`config.mk`:
```
export PLATFORM = sky130hd
export DESIGN_NAME = time_set_editor
export DESIGN_NICKNAME = d
export VERILOG_FILES = /design/src/rtl/time_set_editor.sv
export SDC_FILE = /design/constraint.sdc
export NUM_CORES = 1
export LEC_CHECK = 0
export CAP_MARGIN = 10
export CORE_MARGIN = 2
export CORE_UTILIZATION = 51
export DETAILED_ROUTE_END_ITERATION = 7
export PLACE_DENSITY = 0.79
export SLEW_MARGIN = 15
export SYNTH_ARGS = -nofsm -noshare
export SYNTH_HDL_FRONTEND = slang
export SYNTH_SLANG_ARGS = --single-unit
```
`constraint.sdc`:
```
create_clock -name clk -period 7.7 [get_ports clk]
set_input_delay 0.77 -clock clk [delete_from_list [all_inputs] [get_ports clk]]
set_output_delay 0.77 -clock clk [all_outputs]
set_load 0.01 [all_outputs]
```
`src/rtl/time_set_editor.sv`:
```
// time_set_editor: user-facing editor that produces the set-values and mode bus
// for a clock/calendar keeper. In RUN it drives mode=1 so the keeper free-runs.
// A mode press snapshots the keeper's time, sanitises it and drives mode=0 so the
// keeper continuously loads the *_d outputs. next/up/down then edit one field at
// a time with calendar-correct wrap, and a second mode press returns to RUN.
//
// Ports:
//   clk, rst                      system clock, synchronous active-high reset
//   btn_mode/next/up/down         one-cycle debounced button pulses
//   cur_year..cur_week            keeper's current time (wider than used)
//   year_d..sec_d, week_s         set values presented to the keeper
//   mode                          4'd1 = RUN, 4'd0 = SET
//   sel_field                     0=year 1=month 2=day 3=hour 4=minute 5=second 6=week
//   blink                         blanking square wave for the selected field
module time_set_editor #(
  parameter int unsigned YEAR_MIN     = 2000,
  parameter int unsigned YEAR_MAX     = 2099,
  parameter int unsigned BLINK_CYCLES = 25_000_000
) (
  input  logic        clk,
  input  logic        rst,
  input  logic        btn_mode,
  input  logic        btn_next,
  input  logic        btn_up,
  input  logic        btn_down,
  input  logic [15:0] cur_year,
  input  logic [5:0]  cur_month,
  input  logic [10:0] cur_day,
  input  logic [10:0] cur_hour,
  input  logic [10:0] cur_minute,
  input  logic [10:0] cur_second,
  input  logic [10:0] cur_week,
  output logic [14:0] year_d,
  output logic [3:0]  month_d,
  output logic [4:0]  day_d,
  output logic [5:0]  hour_d,
  output logic [5:0]  min_d,
  output logic [5:0]  sec_d,
  output logic [3:0]  week_s,
  output logic [3:0]  mode,
  output logic [2:0]  sel_field,
  output logic        blink
);

  localparam logic [14:0] Y_MIN = 15'(YEAR_MIN);
  localparam logic [14:0] Y_MAX = 15'(YEAR_MAX);
  localparam int unsigned CNT_W = (BLINK_CYCLES > 1) ? $clog2(BLINK_CYCLES) : 1;
  localparam logic [CNT_W-1:0] CNT_LAST = CNT_W'(BLINK_CYCLES - 1);

  typedef enum logic {RUN, SET} state_t;

  state_t           state;
  logic [CNT_W-1:0] blink_cnt;

  // Gregorian leap rule; modulo by constants only, no general divider.
  function automatic logic is_leap(input logic [14:0] y);
    return ((y[1:0] == 2'b00) && ((y % 15'd100) != 15'd0)) ||
           ((y % 15'd400) == 15'd0);
  endfunction

  function automatic logic [4:0] dim_of(input logic [3:0] m, input logic [14:0] y);
    case (m)
      4'd2:                      return is_leap(y) ? 5'd29 : 5'd28;
      4'd4, 4'd6, 4'd9, 4'd11:   return 5'd30;
      default:                   return 5'd31;
    endcase
  endfunction

  // Upper bits of the keeper bus are deliberately dropped by truncation.
  logic unused_bits;
  assign unused_bits = ^{cur_year[15], cur_month[5:4], cur_day[10:5], cur_hour[10:6],
                         cur_minute[10:6], cur_second[10:6], cur_week[10:4]};

  // Snapshot of the keeper's time, truncated and forced into legal ranges.
  logic [14:0] cap_year;
  logic [3:0]  cap_month;
  logic [4:0]  cap_dim;
  logic [4:0]  cap_day;
  logic [5:0]  cap_hour;
  logic [5:0]  cap_min;
  logic [5:0]  cap_sec;
  logic [3:0]  cap_week;

  always_comb begin
    cap_year = cur_year[14:0];
    if ((cap_year < Y_MIN) || (cap_year > Y_MAX)) cap_year = Y_MIN;
    cap_month = cur_month[3:0];
    if ((cap_month == 4'd0) || (cap_month > 4'd12)) cap_month = 4'd1;
    // Day legality depends on the already-sanitised month and year.
    cap_dim = dim_of(cap_month, cap_year);
    cap_day = cur_day[4:0];
    if ((cap_day == 5'd0) || (cap_day > cap_dim)) cap_day = 5'd1;
    cap_hour = cur_hour[5:0];
    if (cap_hour > 6'd23) cap_hour = 6'd0;
    cap_min = cur_minute[5:0];
    if (cap_min > 6'd59) cap_min = 6'd0;
    cap_sec = cur_second[5:0];
    if (cap_sec > 6'd59) cap_sec = 6'd0;
    cap_week = cur_week[3:0];
    if ((cap_week == 4'd0) || (cap_week > 4'd7)) cap_week = 4'd1;
  end

  // An edit happens only when exactly one of up/down is pressed and neither
  // higher-priority button is.
  logic edit_c;
  assign edit_c = (btn_up ^ btn_down) & ~btn_next & ~btn_mode;

  // Candidate field values after an up (btn_up=1) or down edit of sel_field.
  logic [14:0] ed_year;
  logic [3:0]  ed_month;
  logic [4:0]  ed_day;
  logic [5:0]  ed_hour;
  logic [5:0]  ed_min;
  logic [5:0]  ed_sec;
  logic [3:0]  ed_week;
  logic [4:0]  cur_dim;
  logic [4:0]  new_dim;

  always_comb begin
    ed_year  = year_d;
    ed_month = month_d;
    ed_day   = day_d;
    ed_hour  = hour_d;
    ed_min   = min_d;
    ed_sec   = sec_d;
    ed_week  = week_s;
    cur_dim  = dim_of(month_d, year_d);
    new_dim  = cur_dim;
    case (sel_field)
      3'd0: begin
        if (btn_up) ed_year = (year_d >= Y_MAX) ? Y_MIN : year_d + 15'd1;
        else        ed_year = (year_d <= Y_MIN) ? Y_MAX : year_d - 15'd1;
        // Feb 29 must clamp when moving to a non-leap year.
        new_dim = dim_of(month_d, ed_year);
        if (day_d > new_dim) ed_day = new_dim;
      end
      3'd1: begin
        if (btn_up) ed_month = (month_d >= 4'd12) ? 4'd1 : month_d + 4'd1;
        else        ed_month = (month_d <= 4'd1) ? 4'd12 : month_d - 4'd1;
        new_dim = dim_of(ed_month, year_d);
        if (day_d > new_dim) ed_day = new_dim;
      end
      3'd2: begin
        if (btn_up) ed_day = (day_d >= cur_dim) ? 5'd1 : day_d + 5'd1;
        else        ed_day = (day_d <= 5'd1) ? cur_dim : day_d - 5'd1;
      end
      3'd3: begin
        if (btn_up) ed_hour = (hour_d >= 6'd23) ? 6'd0 : hour_d + 6'd1;
        else        ed_hour = (hour_d == 6'd0) ? 6'd23 : hour_d - 6'd1;
      end
      3'd4: begin
        if (btn_up) ed_min = (min_d >= 6'd59) ? 6'd0 : min_d + 6'd1;
        else        ed_min = (min_d == 6'd0) ? 6'd59 : min_d - 6'd1;
      end
      3'd5: begin
        if (btn_up) ed_sec = (sec_d >= 6'd59) ? 6'd0 : sec_d + 6'd1;
        else        ed_sec = (sec_d == 6'd0) ? 6'd59 : sec_d - 6'd1;
      end
      3'd6: begin
        if (btn_up) ed_week = (week_s >= 4'd7) ? 4'd1 : week_s + 4'd1;
        else        ed_week = (week_s <= 4'd1) ? 4'd7 : week_s - 4'd1;
      end
      default: ;
    endcase
  end

  // State machine, set-value registers and blink generator.
  always_ff @(posedge clk) begin
    if (rst) begin
      state     <= RUN;
      mode      <= 4'd1;
      sel_field <= 3'd0;
      blink     <= 1'b0;
      blink_cnt <= '0;
      year_d    <= Y_MIN;
      month_d   <= 4'd1;
      day_d     <= 5'd1;
      hour_d    <= 6'd0;
      min_d     <= 6'd0;
      sec_d     <= 6'd0;
      week_s    <= 4'd1;
    end else begin
      case (state)
        RUN: begin
          blink_cnt <= '0;
          if (btn_mode) begin
            // Values and mode change together so the keeper never loads stale data.
            state     <= SET;
            mode      <= 4'd0;
            sel_field <= 3'd0;
            blink     <= 1'b1;
            year_d    <= cap_year;
            month_d   <= cap_month;
            day_d     <= cap_day;
            hour_d    <= cap_hour;
            min_d     <= cap_min;
            sec_d     <= cap_sec;
            week_s    <= cap_week;
          end else begin
            blink <= 1'b0;
          end
        end
        SET: begin
          if (btn_mode) begin
            state     <= RUN;
            mode      <= 4'd1;
            blink     <= 1'b0;
            blink_cnt <= '0;
          end else begin
            if (btn_next) begin
              sel_field <= (sel_field >= 3'd6) ? 3'd0 : sel_field + 3'd1;
            end
            if (edit_c) begin
              year_d    <= ed_year;
              month_d   <= ed_month;
              day_d     <= ed_day;
              hour_d    <= ed_hour;
              min_d     <= ed_min;
              sec_d     <= ed_sec;
              week_s    <= ed_week;
              // Keep the field visible while it is being adjusted.
              blink     <= 1'b1;
              blink_cnt <= '0;
            end else if (blink_cnt == CNT_LAST) begin
              blink     <= ~blink;
              blink_cnt <= '0;
            end else begin
              blink_cnt <= blink_cnt + CNT_W'(1);
            end
          end
        end
        default: begin
          state <= RUN;
          mode  <= 4'd1;
        end
      endcase
    end
  end

endmodule
```
# Word-level counts from Yosys, hierarchy flattened

Index checks and enable logic that the tools add are counted.
W data, S select, Z words.

Flip-flop bits (word level): 80
Latch bits: 0
Bits in writable memories: 0
ROM bits: 0
Input port bits: 83
Output and inout port bits: 54
Logic and storage cells: 233
Memories kept: 0

$add $sub $neg: 16
Multiply operators: 0
Divide/modulo/power cells: 6
Order comparisons: 22
Eq/ne operators: 37
Shift-type cells: 0
Mux-type cells: 95
Bitwise logic cells: 7
Reductions and logical operators: 38

Operators by type and width:

| cell                    | number |
|---|---|
| $mux W6                 | 24 |
| $mux W15                | 9 |
| $mux W4                 | 19 |
| $mux W25                | 3 |
| $mux W5                 | 11 |
| $pmux W25 S2            | 1 |
| $logic_not A15 Y1       | 3 |
| $mod A15 B7 Y15 const B | 3 |
| $mod A15 B9 Y15 const B | 3 |
| $reduce_bool A15 Y1     | 3 |
| $pmux W6 S2             | 3 |
| $pmux W15 S2            | 1 |
| $add A25 B1 Y25 const B | 1 |
| $eq A25 B25 Y1 const B  | 1 |
| $eq A4 B3 Y1 const B    | 6 |
| $eq A4 B4 Y1 const B    | 6 |
| $pmux W4 S2             | 3 |
| $reduce_and A4 Y1       | 6 |
| $add A6 B1 Y6 const B   | 3 |
| $logic_not A6 Y1        | 3 |
| $sub A6 B1 Y6 const B   | 3 |
| $pmux W2 S2             | 4 |
| $add A15 B1 Y15 const B | 1 |
| $ge A15 B12 Y1 const B  | 1 |
| 50 further kinds        | 100 |

# Longest topological paths before layout

Word-level depth: 17
Mapped depth: 40
Gate-level depth less buffers: 37

# Worst setup path after synthesis

Ideal clock, no wire load.

Path type: reg2reg
Start: reg year_d[0]
End: reg day_d[0]
Setup time: 123 ps
Data arrival time: 8066 ps
Path slack: -489 ps
Stages on the path, launching flop included: 33
Buffers on the path: 1
Clock period less this slack: 8189 ps
Cell sequence: dfxtp_1 -> clkbuf_1 -> inv_1 -> ha_1 -> or3b_2 -> or4b_4 -> xnor2_4 -> nand2_2 -> or4b_4 -> a31o_2 -> a221oi_4 -> nor2_1 -> a21o_1 -> mux2i_4 -> and2_4 -> o311a_2 -> a31oi_4 -> mux2_4 -> or4_1 -> a2111oi_0 -> nor4b_1 -> o211a_2 -> a221oi_2 -> ha_1 -> a211oi_1 -> nand2_1 -> o21ai_0 -> a41o_1 -> nand2_1 -> a2111oi_0 -> o221a_2 -> o22a_1 -> o21ai_1

Longest elaborated chain between the ends: 16

Ends and longest elaborated chain:

| element                                                  | RTL line | source |
|---|---|---|
| start, declared                                          | 33       | `output logic [14:0] year_d,` |
| start signal, assigned                                   | 192      | `year_d <= cap_year;` |
| start signal, assigned                                   | 214      | `year_d <= ed_year;` |
| branches (longest 16 deep; another with $sub A15 B1 Y15) | -        |  |
| end signal, assigned                                     | 194      | `day_d <= cap_day;` |
| end signal, assigned                                     | 216      | `day_d <= ed_day;` |
| end, declared                                            | 35       | `output logic [4:0] day_d,` |

Parallel ways; which one is timed is not known. The select of a mux whose other input is x is not followed.
A chain may end at the register's enable or synchronous reset.

# Worst setup path in the final report

Same ends and word-level chain as after synthesis.

==> run_results.csv <==
group,metric,value,unit
drt,first_pass_iters,7,
timing,finalHoldViolations,0,
hold_path,hold_start,"blink_cnt[0]",
worst_setup_path,startpoint,"year_d[0]",
timing,clock_skew,0.003975,ns
grt,grt_pass1_wl,51.16,mm
yosys,synth_seq_cells,77,
finish,layout.nets,1695,
floorplan,start_util,52.17,%
finish,drive_gt1_share,20.77,%
worst_setup_path,crit_fanout,6,
clocking,cts.clk_slew.worst_paths,0.07,ns
drt,avgViaCountPerCell,6.520,
place,place_ws,-0.4244,ns
yosys,synth-edff-count,0,
timing,max_freq,123.5,MHz
pwr,leakage,4.836,nW
worst_setup_path,startpoint_type,"flop",
yosys,yosys_most_used_dff,"dfxtp_1",
finish,post-route-cell-area,12730,µm²
clocking,cts_tree,"yes",
floorplan,core_area,18090,µm²
floorplan,fp.dieH,140.0,µm
pwr,pwr-share-comb,72.7,%
yosys,syn_inst,1338,
yosys,synth.avg_cell_area,7.052,µm²
grt,grt.total_usage,30.84,%
grt,antenna_found_initial,1,
pwr,switchingPower,0.001572,W
job,drv_cap,0,
timing,worstMarginPinSlew,1.212,ns
drt,drtAntennaViolNets,0,
drt,drc,2,
finish,final_common_cell,"buf_4",
drt,drt_wl_total,31.84,mm
floorplan,rows,49,
worst_setup_path,cpPeakStageDelay,0.57,ns
yosys,synth-warning-count,0,
timing,finalSetupTns,-1.034,ns
worst_setup_path,cp_common_cell,"buf_4",
worst_setup_path,endpoint_kind,"flop",
timing,setup_slack,-0.3957,ns
drt,drt_iter0_markers,880,
finish,mostFrequentLayoutCells,"buf_4 (193), nor2_1 (138), nand2_1 (112)",
clocking,cts_buffers,9,
yosys,syn_area,9435,µm²
outcome,violations,"design-rule violations, negative setup slack",
yosys,async_flop_share,0,%
hold_path,hp-class,"reg -> reg",
clocking,clkLatencyLatePin,0.35,ns
worst_setup_path,cp.arrival,8.34,ns
drt,vias,11790,
finish,fillerInstances,1484,
outcome,status,"complete, but fails checks",
finish,antenna_cells,0,
yosys,seq_area_frac_synth,16.34,%
pwr,p_int,0.001845,W
floorplan,fp.dieArea,19600,µm²
yosys,synth_cell_type_count,108,
worst_setup_path,r2r-start,"year_d[0]",
timing,rsz0062_at_grt,"true",
finish,areaGrowthSynthToFinish,34.90,%
pwr,total_power,0.003417,W
place,place.gp.congestion,0.9536,
drt,wl_per_cell,17.61,µm
worst_setup_path,required,7.95,ns
clocking,clockRootBuffer,"clkbuf_16",
grt,grt_pass1_vias,10970,
clocking,hold_buffers,0,
clocking,clock_sinks,77,
pwr,ir_worst_vdd,229.7,µV
place,portBuffers,102,
clocking,clock_path_buffers,2,
pwr,switching_share,46.01,%
timing,maxSlewViolCount,0,
pwr,power_frac_clock,12.5,%
grt,grt_max_degree,64,
pwr,p_seq_share,14.8,%
timing,finalSetupViolations,5,
timing,min_period,8.096,ns
floorplan,pin_count,137,
grt,grt-ovfl-total,0,
worst_setup_path,path_class,"reg -> reg",
timing,timing.final.crit_share,105.1,%
floorplan,die_x,140.0,µm
timing,slew_headroom,19.02,%
place,dp_hpwl,23.16,mm
pwr,p_per_area,268.4,nW/µm²
worst_setup_path,slowest_stage,"or4b_4",
clocking,htree_num_levels,3,
place,placed_area,11920,µm²
## state kept, by name (all words and copies together) (netlist names)
name,count
sel_field,3
state,1
sec_d,6
day_d,5
mode,1
week_s,4
year_d,15
month_d,4
min_d,6
blink_cnt,25
hour_d,6
blink,1
## worst paths after layout
kind             endpoint  slack (ns)  depth (start not counted)
min          blink_cnt[0]        0.47                          1
min reg2reg  blink_cnt[0]        0.47                          1
max reg2reg      day_d[0]       -0.40                         38
max              day_d[0]       -0.40                         38
## metrics by stage
stage / hold slack (ns) / instances / utilization, %
3_5_place_dp: 0.4576 / 1773 / 65.90
5_1_grt: 0.4951 / 1808 / 70.38
3_3_place_gp: 0.4448 / 1773 / 65.90
2_1_floorplan: 0.4298 / 1340 / -
6_report: 0.4702 / 1808 / 70.38
4_1_cts: 0.4730 / 1799 / 69.08
## layout make-up
class | count | area (µm²) | area share, %
Inverter | 53 | 203.9 | 1.602
Tap cell | 229 | 286.5 | 2.251
Clock inverter | 6 | 53.80 | 0.4227
Timing Repair Buffer | 302 | 2561 | 20.12
Sequential cell | 77 | 1554 | 12.21
Clock buffer | 10 | 239.0 | 1.878
Multi-Input combinational cell | 1131 | 7830 | 61.52
## worst max-delay path, delay by kind of cell (launching register included)
kind	cells	cell delay, ns
compound gates	18	3.31
xor+xnor	1	0.18
fa+ha+maj	2	0.48
buf+inv	7	0.93
flops	1	0.37
mux	3	0.75
simple gates	7	1.95
## what timing repair did
item / 4_1_cts / 5_1_grt
setup buffers: 10 / 9
pin swaps: 24 / 29
resized for setup: 41 / 37
endpoints found under the setup margin: 5 / 5
## power groups by stage
stage	clock network [W]	logic, W	registers, W
global placement	0	0.00215	0.000509
detailed placement	0	0.00221	0.000511
CTS	0.000431	0.00234	0.000504
finish	0.000427	0.00248	0.000507
global route	0.000444	0.00268	0.000515
floorplan	0	0.00143	0.000493
## Yosys cell counts, types with 22 or more instances
cell type | n | share of area, %
dfxtp_1 | 77 | 16
nor2_1 | 142 | 5.6
nor3_1 | 42 | 2.2
o211ai_1 | 24 | 1.9
nand2_1 | 114 | 4.5
and3_1 | 22 | 1.5
inv_1 | 50 | 2.0
ha_1 | 38 | 5.0
clkbuf_1 | 64 | 2.5
a211oi_1 | 48 | 3.8
nand3_1 | 55 | 2.9
a21oi_1 | 100 | 5.3
xnor2_1 | 28 | 2.6
o21ai_0 | 84 | 4.5
## layer usage
metal	wire length, µm	track usage (%)	up-vias	part of all wire, %
met1	13020	37.46	5506	41
met3	2448	6.051	106	7.7
met4	1168	13.45	2	3.7
met2	15190	53.15	557	48
met5	14	0	-	0.044
li1	-	-	5618	-
## kinds of logic after synthesis
kind of cell             synth area share (%)
AO/OA/AOI/OAI                           37.37
XOR/XNOR                                4.840
adder cells (fa/ha/maj)                 5.039
buffers and inverters                   5.477
flip-flops                              16.34
multiplexers                            2.811
other                                 0.03974
AND/OR/NAND/NOR                         28.09
Note: power is estimated with default switching activity, not from simulation.
